===== src/rtl/frog_hazard_ctrl_pkg.sv =====
// ============================================================================
// frog_hazard_ctrl_pkg : shared state encoding, defaults and width helper
// Rev 1.0
// ============================================================================
`default_nettype none

package frog_hazard_ctrl_pkg;

  typedef enum logic [2:0] {
    ST_IDLE     = 3'd0,
    ST_SCAN     = 3'd1,
    ST_EVAL     = 3'd2,
    ST_HIT_HOLD = 3'd3,
    ST_RESPAWN  = 3'd4,
    ST_OVER     = 3'd5
  } state_t;

  localparam int c_def_n_obs      = 3;
  localparam int c_def_cw         = 12;
  localparam int c_def_lives      = 3;
  localparam int c_def_sw         = 8;
  localparam int c_def_goal_y     = 60;
  localparam int c_def_hit_frames = 30;

  // Counter/index width that never collapses to zero bits.
  function automatic int idx_w(input int n);
    return (n > 1) ? $clog2(n) : 1;
  endfunction

endpackage

`default_nettype wire


===== src/rtl/frog_hazard_ctrl_if.sv =====
// ============================================================================
// frog_hazard_ctrl_if : frame strobe, rectangle inputs and game-state outputs
// Rev 1.0
// ============================================================================
`default_nettype none

interface frog_hazard_ctrl_if
  import frog_hazard_ctrl_pkg::*;
#(
  parameter int N_OBS = c_def_n_obs,
  parameter int CW    = c_def_cw,
  parameter int LIVES = c_def_lives,
  parameter int SW    = c_def_sw
) ();

  localparam int c_idxw = idx_w(N_OBS);
  localparam int c_lw   = $clog2(LIVES + 1);

  logic                  i_animate;
  logic [N_OBS*CW-1:0]   i_obs_x1;
  logic [N_OBS*CW-1:0]   i_obs_x2;
  logic [N_OBS*CW-1:0]   i_obs_y1;
  logic [N_OBS*CW-1:0]   i_obs_y2;
  logic [CW-1:0]         i_frog_x1;
  logic [CW-1:0]         i_frog_x2;
  logic [CW-1:0]         i_frog_y1;
  logic [CW-1:0]         i_frog_y2;
  logic                  o_hit;
  logic [c_idxw-1:0]     o_hit_idx;
  logic                  o_respawn;
  logic                  o_frozen;
  logic [c_lw-1:0]       o_lives;
  logic [SW-1:0]         o_score;
  logic                  o_game_over;
  logic                  o_frame_done;

  modport master (
    output i_animate, i_obs_x1, i_obs_x2, i_obs_y1, i_obs_y2,
    output i_frog_x1, i_frog_x2, i_frog_y1, i_frog_y2,
    input  o_hit, o_hit_idx, o_respawn, o_frozen, o_lives, o_score,
    input  o_game_over, o_frame_done
  );

  modport slave (
    input  i_animate, i_obs_x1, i_obs_x2, i_obs_y1, i_obs_y2,
    input  i_frog_x1, i_frog_x2, i_frog_y1, i_frog_y2,
    output o_hit, o_hit_idx, o_respawn, o_frozen, o_lives, o_score,
    output o_game_over, o_frame_done
  );

endinterface

`default_nettype wire


===== src/rtl/frog_hazard_ctrl_rect_overlap.sv =====
// ============================================================================
// frog_hazard_ctrl_rect_overlap : strict rectangle overlap, degenerate never hits
// Rev 1.0
// ============================================================================
`default_nettype none

module frog_hazard_ctrl_rect_overlap #(
  parameter int CW = 12
) (
  input  wire logic [CW-1:0] i_ax1,
  input  wire logic [CW-1:0] i_ax2,
  input  wire logic [CW-1:0] i_ay1,
  input  wire logic [CW-1:0] i_ay2,
  input  wire logic [CW-1:0] i_bx1,
  input  wire logic [CW-1:0] i_bx2,
  input  wire logic [CW-1:0] i_by1,
  input  wire logic [CW-1:0] i_by2,
  output logic               o_overlap
);

  logic w_a_valid;
  logic w_b_valid;
  logic w_cross;

  // Validity must be explicit: an inverted rectangle can still satisfy the edge test.
  assign w_a_valid = (i_ax1 < i_ax2) && (i_ay1 < i_ay2);
  assign w_b_valid = (i_bx1 < i_bx2) && (i_by1 < i_by2);
  assign w_cross   = (i_ax1 < i_bx2) && (i_ax2 > i_bx1) &&
                     (i_ay1 < i_by2) && (i_ay2 > i_by1);
  assign o_overlap = w_a_valid && w_b_valid && w_cross;

endmodule

`default_nettype wire


===== src/rtl/frog_hazard_ctrl.sv =====
// ============================================================================
// frog_hazard_ctrl : per-frame obstacle scan, lives/score and respawn FSM
// Rev 1.0
// ============================================================================
`default_nettype none

module frog_hazard_ctrl
  import frog_hazard_ctrl_pkg::*;
#(
  parameter int N_OBS      = c_def_n_obs,
  parameter int CW         = c_def_cw,
  parameter int LIVES      = c_def_lives,
  parameter int SW         = c_def_sw,
  parameter int GOAL_Y     = c_def_goal_y,
  parameter int HIT_FRAMES = c_def_hit_frames
) (
  input  wire logic         i_clk,
  input  wire logic         i_rst,
  frog_hazard_ctrl_if.slave bus
);

  localparam int c_idxw = idx_w(N_OBS);
  localparam int c_lw   = $clog2(LIVES + 1);
  localparam int c_fcw  = idx_w(HIT_FRAMES);

  state_t              r_state;
  logic [N_OBS*CW-1:0] r_obs_x1;
  logic [N_OBS*CW-1:0] r_obs_x2;
  logic [N_OBS*CW-1:0] r_obs_y1;
  logic [N_OBS*CW-1:0] r_obs_y2;
  logic [CW-1:0]       r_fx1;
  logic [CW-1:0]       r_fx2;
  logic [CW-1:0]       r_fy1;
  logic [CW-1:0]       r_fy2;
  logic [c_idxw-1:0]   r_idx;
  logic                r_found;
  logic [c_idxw-1:0]   r_found_idx;
  logic [c_fcw-1:0]    r_fcnt;
  logic [c_lw-1:0]     r_lives;
  logic [SW-1:0]       r_score;
  logic [c_idxw-1:0]   r_hit_idx;
  logic                r_hit;
  logic                r_respawn;
  logic                r_frozen;
  logic                r_over;
  logic                r_done;

  logic [CW-1:0]       w_ox1 [N_OBS];
  logic [CW-1:0]       w_ox2 [N_OBS];
  logic [CW-1:0]       w_oy1 [N_OBS];
  logic [CW-1:0]       w_oy2 [N_OBS];
  logic                w_overlap;

  for (genvar k = 0; k < N_OBS; k++) begin : g_unpack
    assign w_ox1[k] = r_obs_x1[k*CW +: CW];
    assign w_ox2[k] = r_obs_x2[k*CW +: CW];
    assign w_oy1[k] = r_obs_y1[k*CW +: CW];
    assign w_oy2[k] = r_obs_y2[k*CW +: CW];
  end

  frog_hazard_ctrl_rect_overlap #(.CW(CW)) u_overlap (
    .i_ax1     (r_fx1),
    .i_ax2     (r_fx2),
    .i_ay1     (r_fy1),
    .i_ay2     (r_fy2),
    .i_bx1     (w_ox1[r_idx]),
    .i_bx2     (w_ox2[r_idx]),
    .i_by1     (w_oy1[r_idx]),
    .i_by2     (w_oy2[r_idx]),
    .o_overlap (w_overlap)
  );

  always_ff @(posedge i_clk) begin
    if (i_rst) begin
      r_state     <= ST_IDLE;
      r_obs_x1    <= '0;
      r_obs_x2    <= '0;
      r_obs_y1    <= '0;
      r_obs_y2    <= '0;
      r_fx1       <= '0;
      r_fx2       <= '0;
      r_fy1       <= '0;
      r_fy2       <= '0;
      r_idx       <= '0;
      r_found     <= 1'b0;
      r_found_idx <= '0;
      r_fcnt      <= '0;
      r_lives     <= c_lw'(LIVES);
      r_score     <= '0;
      r_hit_idx   <= '0;
      r_hit       <= 1'b0;
      r_respawn   <= 1'b0;
      r_frozen    <= 1'b0;
      r_over      <= 1'b0;
      r_done      <= 1'b0;
    end else begin
      r_hit     <= 1'b0;
      r_respawn <= 1'b0;
      r_done    <= 1'b0;
      case (r_state)
        ST_IDLE: begin
          if (bus.i_animate) begin
            r_obs_x1    <= bus.i_obs_x1;
            r_obs_x2    <= bus.i_obs_x2;
            r_obs_y1    <= bus.i_obs_y1;
            r_obs_y2    <= bus.i_obs_y2;
            r_fx1       <= bus.i_frog_x1;
            r_fx2       <= bus.i_frog_x2;
            r_fy1       <= bus.i_frog_y1;
            r_fy2       <= bus.i_frog_y2;
            r_idx       <= '0;
            r_found     <= 1'b0;
            r_found_idx <= '0;
            r_state     <= ST_SCAN;
          end
        end
        ST_SCAN: begin
          // Ascending scan, so the first recorded hit is the lowest index.
          if (w_overlap && !r_found) begin
            r_found     <= 1'b1;
            r_found_idx <= r_idx;
          end
          if (r_idx == c_idxw'(N_OBS - 1)) begin
            r_state <= ST_EVAL;
          end else begin
            r_idx <= r_idx + 1'b1;
          end
        end
        ST_EVAL: begin
          r_done <= 1'b1;
          if (r_found) begin
            r_hit     <= 1'b1;
            r_hit_idx <= r_found_idx;
            r_lives   <= r_lives - 1'b1;
            if (r_lives == c_lw'(1)) begin
              r_over  <= 1'b1;
              r_state <= ST_OVER;
            end else begin
              r_frozen <= 1'b1;
              r_fcnt   <= '0;
              r_state  <= ST_HIT_HOLD;
            end
          end else if (r_fy1 <= CW'(GOAL_Y)) begin
            if (r_score != {SW{1'b1}}) begin
              r_score <= r_score + 1'b1;
            end
            r_respawn <= 1'b1;
            r_state   <= ST_IDLE;
          end else begin
            r_state <= ST_IDLE;
          end
        end
        ST_HIT_HOLD: begin
          if (bus.i_animate) begin
            if (r_fcnt == c_fcw'(HIT_FRAMES - 1)) begin
              r_frozen  <= 1'b0;
              r_respawn <= 1'b1;
              r_state   <= ST_RESPAWN;
            end else begin
              r_fcnt <= r_fcnt + 1'b1;
            end
          end
        end
        ST_RESPAWN: r_state <= ST_IDLE;
        ST_OVER:    r_state <= ST_OVER;
        default:    r_state <= ST_IDLE;
      endcase
    end
  end

  assign bus.o_hit        = r_hit;
  assign bus.o_hit_idx    = r_hit_idx;
  assign bus.o_respawn    = r_respawn;
  assign bus.o_frozen     = r_frozen;
  assign bus.o_lives      = r_lives;
  assign bus.o_score      = r_score;
  assign bus.o_game_over  = r_over;
  assign bus.o_frame_done = r_done;

endmodule

`default_nettype wire


===== src/flat_wrapper.sv =====
// flat-port wrapper written by rule: the top's interface ports become plain ports
module frog_hazard_ctrl_flat import frog_hazard_ctrl_pkg::*;
#(
  parameter int N_OBS      = c_def_n_obs,
  parameter int CW         = c_def_cw,
  parameter int LIVES      = c_def_lives,
  parameter int SW         = c_def_sw,
  parameter int GOAL_Y     = c_def_goal_y,
  parameter int HIT_FRAMES = c_def_hit_frames
)
  (i_clk, i_rst, bus_i_animate, bus_i_obs_x1, bus_i_obs_x2, bus_i_obs_y1, bus_i_obs_y2, bus_i_frog_x1, bus_i_frog_x2, bus_i_frog_y1, bus_i_frog_y2, bus_o_hit, bus_o_hit_idx, bus_o_respawn, bus_o_frozen, bus_o_lives, bus_o_score, bus_o_game_over, bus_o_frame_done);
  frog_hazard_ctrl_if #(.N_OBS(N_OBS), .CW(CW), .LIVES(LIVES), .SW(SW)) bus_i ();
  input  wire logic i_clk;
  input  wire logic i_rst;
  input wire logic [$bits(bus_i.i_animate)-1:0] bus_i_animate;
  input wire logic [$bits(bus_i.i_obs_x1)-1:0] bus_i_obs_x1;
  input wire logic [$bits(bus_i.i_obs_x2)-1:0] bus_i_obs_x2;
  input wire logic [$bits(bus_i.i_obs_y1)-1:0] bus_i_obs_y1;
  input wire logic [$bits(bus_i.i_obs_y2)-1:0] bus_i_obs_y2;
  input wire logic [$bits(bus_i.i_frog_x1)-1:0] bus_i_frog_x1;
  input wire logic [$bits(bus_i.i_frog_x2)-1:0] bus_i_frog_x2;
  input wire logic [$bits(bus_i.i_frog_y1)-1:0] bus_i_frog_y1;
  input wire logic [$bits(bus_i.i_frog_y2)-1:0] bus_i_frog_y2;
  output wire logic [$bits(bus_i.o_hit)-1:0] bus_o_hit;
  output wire logic [$bits(bus_i.o_hit_idx)-1:0] bus_o_hit_idx;
  output wire logic [$bits(bus_i.o_respawn)-1:0] bus_o_respawn;
  output wire logic [$bits(bus_i.o_frozen)-1:0] bus_o_frozen;
  output wire logic [$bits(bus_i.o_lives)-1:0] bus_o_lives;
  output wire logic [$bits(bus_i.o_score)-1:0] bus_o_score;
  output wire logic [$bits(bus_i.o_game_over)-1:0] bus_o_game_over;
  output wire logic [$bits(bus_i.o_frame_done)-1:0] bus_o_frame_done;
  assign bus_i.i_animate = bus_i_animate;
  assign bus_i.i_obs_x1 = bus_i_obs_x1;
  assign bus_i.i_obs_x2 = bus_i_obs_x2;
  assign bus_i.i_obs_y1 = bus_i_obs_y1;
  assign bus_i.i_obs_y2 = bus_i_obs_y2;
  assign bus_i.i_frog_x1 = bus_i_frog_x1;
  assign bus_i.i_frog_x2 = bus_i_frog_x2;
  assign bus_i.i_frog_y1 = bus_i_frog_y1;
  assign bus_i.i_frog_y2 = bus_i_frog_y2;
  assign bus_o_hit = bus_i.o_hit;
  assign bus_o_hit_idx = bus_i.o_hit_idx;
  assign bus_o_respawn = bus_i.o_respawn;
  assign bus_o_frozen = bus_i.o_frozen;
  assign bus_o_lives = bus_i.o_lives;
  assign bus_o_score = bus_i.o_score;
  assign bus_o_game_over = bus_i.o_game_over;
  assign bus_o_frame_done = bus_i.o_frame_done;
  frog_hazard_ctrl #(.N_OBS(N_OBS), .CW(CW), .LIVES(LIVES), .SW(SW), .GOAL_Y(GOAL_Y), .HIT_FRAMES(HIT_FRAMES)) u_core (.i_clk(i_clk), .i_rst(i_rst), .bus(bus_i));
endmodule

===== config.mk =====
export PLATFORM = sky130hd
export DESIGN_NAME = frog_hazard_ctrl_flat
export DESIGN_NICKNAME = d
export VERILOG_FILES = /design/src/rtl/frog_hazard_ctrl_pkg.sv /design/src/rtl/frog_hazard_ctrl_if.sv /design/src/rtl/frog_hazard_ctrl_rect_overlap.sv /design/src/rtl/frog_hazard_ctrl.sv /design/src/flat_wrapper.sv
export SDC_FILE = /design/constraint.sdc
export NUM_CORES = 1
export LEC_CHECK = 0
export ABC_AREA = 1
export CAP_MARGIN = 20
export CORE_MARGIN = 2
export CORE_UTILIZATION = 33
export DETAILED_ROUTE_END_ITERATION = 10
export PLACE_DENSITY = 0.52
export SYNTH_ARGS = -nofsm -noshare
export SYNTH_HDL_FRONTEND = slang
export SYNTH_SLANG_ARGS = --single-unit

===== constraint.sdc =====
create_clock -name i_clk -period 5.7 [get_ports i_clk]
set_clock_uncertainty 0.15 [all_clocks]
set_input_delay 0.57 -clock i_clk [delete_from_list [all_inputs] [get_ports i_clk]]
set_output_delay 0.57 -clock i_clk [all_outputs]
set_load 0.01 [all_outputs]

Word-level counts from Yosys, hierarchy flattened
Index checks and enable logic that the tools add are counted.

Memory bits (read-only): 0. Register bits: 222. RAM bits: 0. Output and inout port bits: 17. Latch bits: 0. Word-level logic and storage cells: 121. Memories: 0.

Add/sub/neg operators: 4. Shift operators: 0. Reductions and logical operators: 22. Magnitude comparators: 10. Div/mod/pow operators: 0. Bitwise logic cells: 3. Multiply operators: 0. Equality and inequality tests: 17. Muxes and demuxes: 44.

Operators by type and width (count): $bmux 12 s2 (4); $mux 12 (8); $lt 12x12->1 (6); $gt 12x12->1 (2); $mux 5 (4); $mux 3 (6); $pmux 3 s5 (1); $le 12x6->1 const B (1); $mux 1 (12); $ne 2x2->1 const B (5); $pmux 5 s2 (1); $reduce_and 5->1 (2); $reduce_and 3->1 (3); $add 8x1->8 const B (1); $logic_and 1x1->1 (8); $ne 2x1->1 const B (4); $ne 8x8->1 const B (1); $pmux 2 s2 (2); $reduce_and 4->1 (2); $eq 3x2->1 const B (2); $mux 2 (3); $pmux 1 s2 (3); $add 5x1->5 const B (1); $eq 5x5->1 const B (1); other kinds (14) (17).

Depth between registers and ports, before layout
Depth after elaboration: 12. Depth in mapped cells: 22. Mapped depth without buffers: 21.

Hierarchy
From an unflattened synthesis, not the netlist that was laid out.

Cell total of the unflattened synthesis: 1662. Area, all modules: 11680.0 um^2.

By module, submodules not included: frog_hazard_ctrl (instances 1, cells an instance 1229, area an instance 9148.8 um^2, sequential area each 4444.3 um^2); frog_hazard_ctrl_rect_overlap (instances 1, cells an instance 433, area an instance 2531.2 um^2, sequential area each 0.0 um^2).

Least setup slack after synthesis
Ideal clock, no wire load.

Kind: register -> register. From: register u_core.r_idx[0]. To: register u_core.r_found_idx[0]. Buffers on the path: 2. Arrival: 2.510 ns. Period minus slack after synthesis: 2.772 ns. Setup time: 0.113 ns. Setup slack: 2.928 ns. Stages on the path, launching flop included: 21. Path through: dfxtp_1 -> nor2_2 -> inv_1 -> clkbuf_1 -> buf_1 -> o221ai_1 -> ha_1 -> nand2_1 -> inv_1 -> o21ai_0 -> nand2_1 -> nor2_1 -> nand3_1 -> nor2_1 -> nand3_1 -> nor2_1 -> nand2_2 -> nand2_2 -> nand2_1 -> nand2_1 -> nor2_1.

Cells in the longest elaborated chain, start to end: 12. Elaborated cells on any way between the ends: 30. Classes of those cells: 6 x order compare; 1 x eq/ne; 14 x mux; 1 x bitwise; 8 x reduce/logical.

Ends and longest elaborated chain: start: declaration (RTL line frog_hazard_ctrl.sv:35) `logic [c_idxw-1:0] r_idx;`; start signal: assignment (RTL line frog_hazard_ctrl.sv:126) `r_idx <= r_idx + 1'b1;`; $not 2->3 (not written as such); $bmux 12 s2 (on tied branches) (RTL line frog_hazard_ctrl.sv:67, frog_hazard_ctrl.sv:66); $mux 12 (on tied branches) (2 in series) (RTL line frog_hazard_ctrl.sv:67, frog_hazard_ctrl.sv:66); $lt 12x12->1 or $gt 12x12->1 (tied branches) (RTL line frog_hazard_ctrl_rect_overlap.sv:28) `assign w_cross = (i_ax1 < i_bx2) && (i_ax2 > i_bx1) &&`; $logic_and 1x1->1 (2 in series) (RTL line frog_hazard_ctrl_rect_overlap.sv:28); $logic_and 1x1->1 (RTL line frog_hazard_ctrl_rect_overlap.sv:29) `(i_ay1 < i_by2) && (i_ay2 > i_by1);`; $logic_and 1x1->1 (RTL line frog_hazard_ctrl_rect_overlap.sv:30) `assign o_overlap = w_a_valid && w_b_valid && w_cross;`; $logic_and 1x1->1 (RTL line frog_hazard_ctrl.sv:119) `if (w_overlap && !r_found) begin`; $ne 2x1->1 (no source line); $reduce_and 3->1 (no source line); end signal: assignment (RTL line frog_hazard_ctrl.sv:121) `r_found_idx <= r_idx;`; end: declaration (RTL line frog_hazard_ctrl.sv:37) `logic [c_idxw-1:0] r_found_idx;`.

Several ways; a longest one is shown, not always the timed one. The select of a mux whose other input is x is not followed. A chain may end at the register's enable or synchronous reset.

Worst setup path in the final report
Same ends and word-level chain as after synthesis.

==> flow_metrics.tcl <==
set metrics [dict create \
    ant_nets 0 \
    clk_latency_ns 0.54 \
    synth.top_cell.area_share 0.393 \
    finalCriticalPeriod_ns 4.08 \
    p_per_area_nw_per_um2 499 \
    cts_made_buffers 27 \
    hp-class "reg2reg" \
    drive_above_1_share 0.0422 \
    io_buffers 211 \
    core.rowCount 67 \
    ys_seq_elements 222 \
    cts_hold_buf 0 \
    syn_nets 1846 \
    floorplan.core_area_um2 33600 \
    synth_top_area_cell "dfxtp_1" \
    drv_cap 0 \
    multi_input_area_um2 5820 \
    worst_pin_slew_ns 1.07 \
    synthCells 1556 \
    holdWs_ns 0.298 \
    fin_util 0.433 \
    die_area_um2 35700 \
    wl_um 37600 \
    n_fill_cell 3442 \
    synth_most_common_cell "nand2_1" \
    leakage_nw 5.92 \
    path_clk_slew_ns 0.06 \
    syn_avg_cell_area_um2 7.26 \
    syn2layout_area_growth_pct 28.9 \
    cp_data_arrival_time_ns 4.37 \
    grt_pass1_wl_um 58000 \
    start_util 0.336 \
    yosys_warnings 0 \
    timing_max_transition_violations_final 0 \
    max_freq_mhz 245 \
    drtIter0Drc 658 \
    period_share 0.716 \
    dr_total_vias 10800 \
    synthTopCellsByCount "nand2_1, a21oi_1, dfxtp_1, inv_1, nor2_1" \
    fin_setup_tns_ns 0 \
    synth-async-reset-ratio 0 \
    clk_path_buf_depth 3 \
    dp_hpwl_um 27600 \
    ios 212 \
    drcViolationCount 0 \
    synth_edf_count 0 \
    ys_seq_area_frac 0.393 \
    grt_overflow 0 \
    syn_area_um2 11300 \
    setup.worst_path.end_class "flop" \
    wl_per_cell_um 17.3 \
    fin_cells 2176 \
    cp_max_fo 31 \
    die_y_um 189 \
    drt-pass1-iter-count 4 \
    vias_per_cell 4.98 \
    grt_pass1_vias 10500 \
    critPathRequiredTime_ns 5.98 \
    worst_slack_ns 1.62 \
    outcome "finished clean" \
    ir_drop_mv 0.390 \
    dp_cells 2126 \
    grt_max_degree 240 \
    setup_violations 0 \
    h-tree-depth 1 \
    cts_tree "yes" \
    synth_area_leaders "dfxtp_1, a21oi_1, ha_1" \
    gp_congestion 0.860 \
    synth_ff_type "dfxtp_1" \
    ff_latch_area_um2 4450 \
    place_ws_ns 1.70 \
    cts-resized-gates 0 \
    critPathLaunchType "flop" \
    dieWidth_um 189 \
    hold_violations 0 \
    post_cts.repair.setup_buffers 0 \
    grt_usage 0.204 \
    relSlewSlack 0.289 \
    num_antenna_cells 0 \
    rsz0062_at_grt "no" \
    root_buffer "clkbuf_16" \
    layout.nets 1997 \
    ys_types 34 \
    cts.sinks 222 \
    crit_type "reg2reg" \
    antenna_found_initial 0 \
]
==> metrics by stage <==
step           area, um^2  power (mW)
2_1_floorplan       11300        4.50
3_3_place_gp        13600        5.47
3_5_place_dp        13600        5.53
4_1_cts             14600        7.32
5_1_grt             14600        7.92
6_report            14600        7.26
==> state kept, by name (all words and copies together) (netlist names), 3 cells and up <==
name                flops
u_core.r_fx1           12
u_core.r_obs_y1        36
u_core.r_fcnt           5
u_core.r_obs_x2        36
u_core.r_fy1           12
u_core.r_obs_x1        36
u_core.r_fx2           12
u_core.bus.o_score      8
u_core.r_state          3
u_core.r_obs_y2        36
u_core.r_fy2           12
==> final timing paths <==
check / start / endpoint / slack, ns / cells after the start
min reg2reg: u_core.bus.o_game_over$_SDFFE_PP0P_ / u_core.bus.o_game_over$_SDFFE_PP0P_ / 0.30 / 2
max: u_core.r_idx[0]$_SDFFE_PP0P_ / u_core.r_found_idx[0]$_SDFFE_PP0P_ / 1.62 / 20
max reg2reg: u_core.r_idx[0]$_SDFFE_PP0P_ / u_core.r_found_idx[0]$_SDFFE_PP0P_ / 1.62 / 20
min: u_core.bus.o_game_over$_SDFFE_PP0P_ / u_core.bus.o_game_over$_SDFFE_PP0P_ / 0.30 / 2
==> placed cells by master (no fill, tap or decap), types with 3 or more instances in the layout <==
master             n
nand3_1          129
o221ai_1          21
nor2_1           131
dfxtp_1          221
buf_4             10
clkbuf_1           7
clkdlybuf4s50_1  209
bufinv_16          3
nand4_1            9
nand2_1          242
nand2_2            3
nor2_2             5
clkbuf_16         27
clkinv_2           6
o21a_1            26
nor3b_1            3
inv_2              5
inv_1            160
a21oi_1          242
o21ai_1           34
o21ai_0          102
nor3_1             8
ha_1              95
clkbuf_8           5
a211oi_1           4
==> critical path: stages, from the launching register on <==
cell,delay (ns)
dfxtp_2,0.56
buf_4,0.43
nor2_2,0.15
inv_1,0.62
buf_4,0.37
o221ai_1,0.18
ha_1,0.32
nand2_1,0.07
inv_1,0.03
o21ai_1,0.16
nand2_1,0.07
nor2_1,0.09
nand3_1,0.07
nor2_1,0.10
nand3_1,0.09
nor2_1,0.13
nand2_2,0.09
nand2_2,0.09
nand2_1,0.07
nand2_1,0.06
nor2_1,0.05
==> area by class of cell <==
class	instances	area share
Clock buffer	39	0.0529
Timing Repair Buffer	220	0.150
Multi-Input combinational cell	1069	0.400
Tap cell	448	0.0385
Sequential cell	222	0.305
Clock inverter	11	0.00963
Inverter	167	0.0431
==> per-layer routing <==
metal / track usage / up-vias / share of wire
met1: 0.287 / 5040 / 0.48
met4: 0.0487 / 0 / 0.021
li1: - / 5511 / -
met5: 0 / - / 0
met3: 0.0239 / 43 / 0.043
met2: 0.334 / 244 / 0.46
==> cells by family after synthesis <==
family                   after synthesis  synth area share
AND/OR/NAND/NOR                      535             0.199
AO/OA/AOI/OAI                        438             0.209
buffers and inverters                265            0.0917
flip-flops                           222             0.393
adder cells (fa/ha/maj)               95             0.105
XOR/XNOR                               1          0.000775
==> where the power goes <==
group | internal, mW | switching [mW]
clock network | 1.07 | 0.684
logic | 1.21 | 2.17
registers | 1.90 | 0.220
No activity file was read; power rests on OpenSTA's default activity.
==> variant: new RTL, same flow settings <==
`c_def_n_obs`: 3 -> 6.
--- a/src/rtl/frog_hazard_ctrl_pkg.sv
+++ b/src/rtl/frog_hazard_ctrl_pkg.sv
@@ -15,7 +15,7 @@
     ST_OVER     = 3'd5
   } state_t;
 
-  localparam int c_def_n_obs      = 3;
+  localparam int c_def_n_obs      = 6;
   localparam int c_def_cw         = 12;
   localparam int c_def_lives      = 3;
   localparam int c_def_sw         = 8;
Interface: changed (5 resized); port bits go from 212 to 357. The function was not compared with the original's and may differ.
==> variant against the unedited design <==
Setup slack better by 74 ps. First-iteration DRC count rose by 110%. Global-route usage grew 3.0 points. Largest power group unchanged. Routed wire length grew 76%. Design area increased by 58%. Synthesized area is 57% higher. Sequential cell count grew 147. Power grew 48%. Highest routed layer is now met5. Critical path type unchanged.
==> variant: results (changes against the unedited design) <==
* Share of layout cells above drive strength 1 at 0.0394 (-0.00284)
* Worst-case clock buffer depth at 3 (unchanged)
* Skew-Pair Late Insertion Delay at 560 ps (+20 ps)
* Via count at 17600 (+62%)
* Clk tree area frac at 0.0562 (-0.00641)
* CTS buffer count at 43 (+59%)
* Worst Setup SP: u_core.r_idx[1]$_SDFFE_PP0P_
* Gpl congestion at 0.918 (+6.7%)
* Top cells by count, synth: 537 x a21oi_1, 369 x dfxtp_1, 353 x nand2_1
* NonClk Buf Share at 0.164 (+0.0133)
* HP Class: reg -> reg
* Fillers at 5349 (+55%)
* Drt first pass iters at 5 (+1)
* Post-CTS sizing at 0 (unchanged)
* Post-Syn Nets at 2909 (+58%)
* Peak VDD IR at 0.340 mV (-13%)
* Nets at 3149 (+58%)
* CP max FO at 38 (+23%)
* Cell variety after synth at 35 (+2.9%)
* CTS tree: done
* Flops & latches, synth at 369 (+66%)
* Die ar. at 55600 um2 (+56%)
* Synth async-reset ratio at 0 (unchanged)
* Routed wire length at 66.4 mm (+76%)
* Initial antenna violation count at 1 (+1)
* Diode count at 0 (unchanged)
* Hold wc startpoint: u_core.r_obs_x1[70]$_SDFFE_PP0P_
* Multi-input gate share of total cell area at 0.372 (-0.0278)
* Register area share after synthesis at 0.416 (+0.0230)
* IO buf count at 356 (+69%)
* Pre-CTS setup slack at 1790 ps (+87.6 ps)
* Cell-internal power at 6.28 mW (+50%)
* Outcome: finished clean
* Non-Clock Inverter Count at 292 (+75%)
* Count of multi-input gates at 1632 (+53%)
* First-pass GRT wire length at 102 mm (+76%)
* Post-DP HPWL at 48.2 mm (+74%)
* Initial DRC count at 1384 (+110%)
* Vias in the first global route at 17318 (+65%)
* Layout clock buffers at 66 (+69%)
* Relative slew slack at 0.265 (-0.0238)
* Reg clk slew, reported paths at 60 ps (about the same)
* Synth top area cells: dfxtp_1 42%, a21oi_1 15%, o21ai_0 8.9%
* Total setup buffers inserted after CTS at 0 (unchanged)
* Static leakage at 9.14 nW (+54%)
* Dominant synthesized flop cell: dfxtp_1
* CTS H-tree lvls at 2 (+1)
* Placed cell area at 21700 um2 (+59%)
* Syn. warnings at 0 (unchanged)
* GRT Total Usage at 0.234 (+0.0297)
* Root buf cell: clkbuf_16
* Signal buffers at 376 (+71%)
* Largest net degree at the start of global routing at 155 (-35%)
* Reg area at 7390 um2 (+66%)
## variant: path summary, 6_finish.rpt
check,endpoint,slack (ps),cells after the start
worst min-delay path,u_core.r_obs_x1[70]$_SDFFE_PP0P_,300,2
worst max-delay path,u_core.r_found_idx[1]$_SDFFE_PP0P_,1690,16
worst min register to register,u_core.r_obs_x1[70]$_SDFFE_PP0P_,300,2
worst max register to register,u_core.r_found_idx[1]$_SDFFE_PP0P_,1690,16
## variant: per-layer routing
metal / share of wire / up-vias / GRT usage
met2: 0.44 / 557 / 0.368
met4: 0.020 / 2 / 0.0596
met1: 0.48 / 8191 / 0.332
met5: 0.00024 / - / 0
li1: - / 8765 / -
met3: 0.059 / 85 / 0.0384
## variant: stage by stage
stage,utilization,instances
final,0.434,3429
after global routing,0.434,3429
after CTS,0.434,3429
after detailed placement,0.410,3357
after global placement,0.410,3357
after floorplan,-,2474
## variant: power by group through the flow
stage	combinational, mW	sequential [mW]	clock (mW)
finish	4.68	3.49	2.60
global route	5.28	3.55	2.76
CTS	4.67	3.49	2.65
detailed placement	4.65	3.54	0
global placement	4.58	3.54	0
floorplan	3.16	3.44	0
## variant: worst max-delay path, cell delays in order, from the launching register on
cell,delay (ps)
dfxtp_2,320
inv_2,650
nand2_2,540
a21oi_1,280
a21oi_1,180
ha_1,330
a21oi_1,150
nor2_1,60
a211oi_1,360
o21ai_0,150
nor2_1,130
nand3_1,80
nor2_1,170
nand2_2,130
nand3_1,90
nand2_1,50
nor2_1,120
## variant: cell families (layout without fill, tap and decap cells)
group           count (synthesis)  after routing  synth area share
flops                         369            369             0.416
simple gates                  639            639             0.153
compound gates                897            897             0.261
fa+ha+maj                      96             96            0.0677
buf+inv                       473            740             0.103
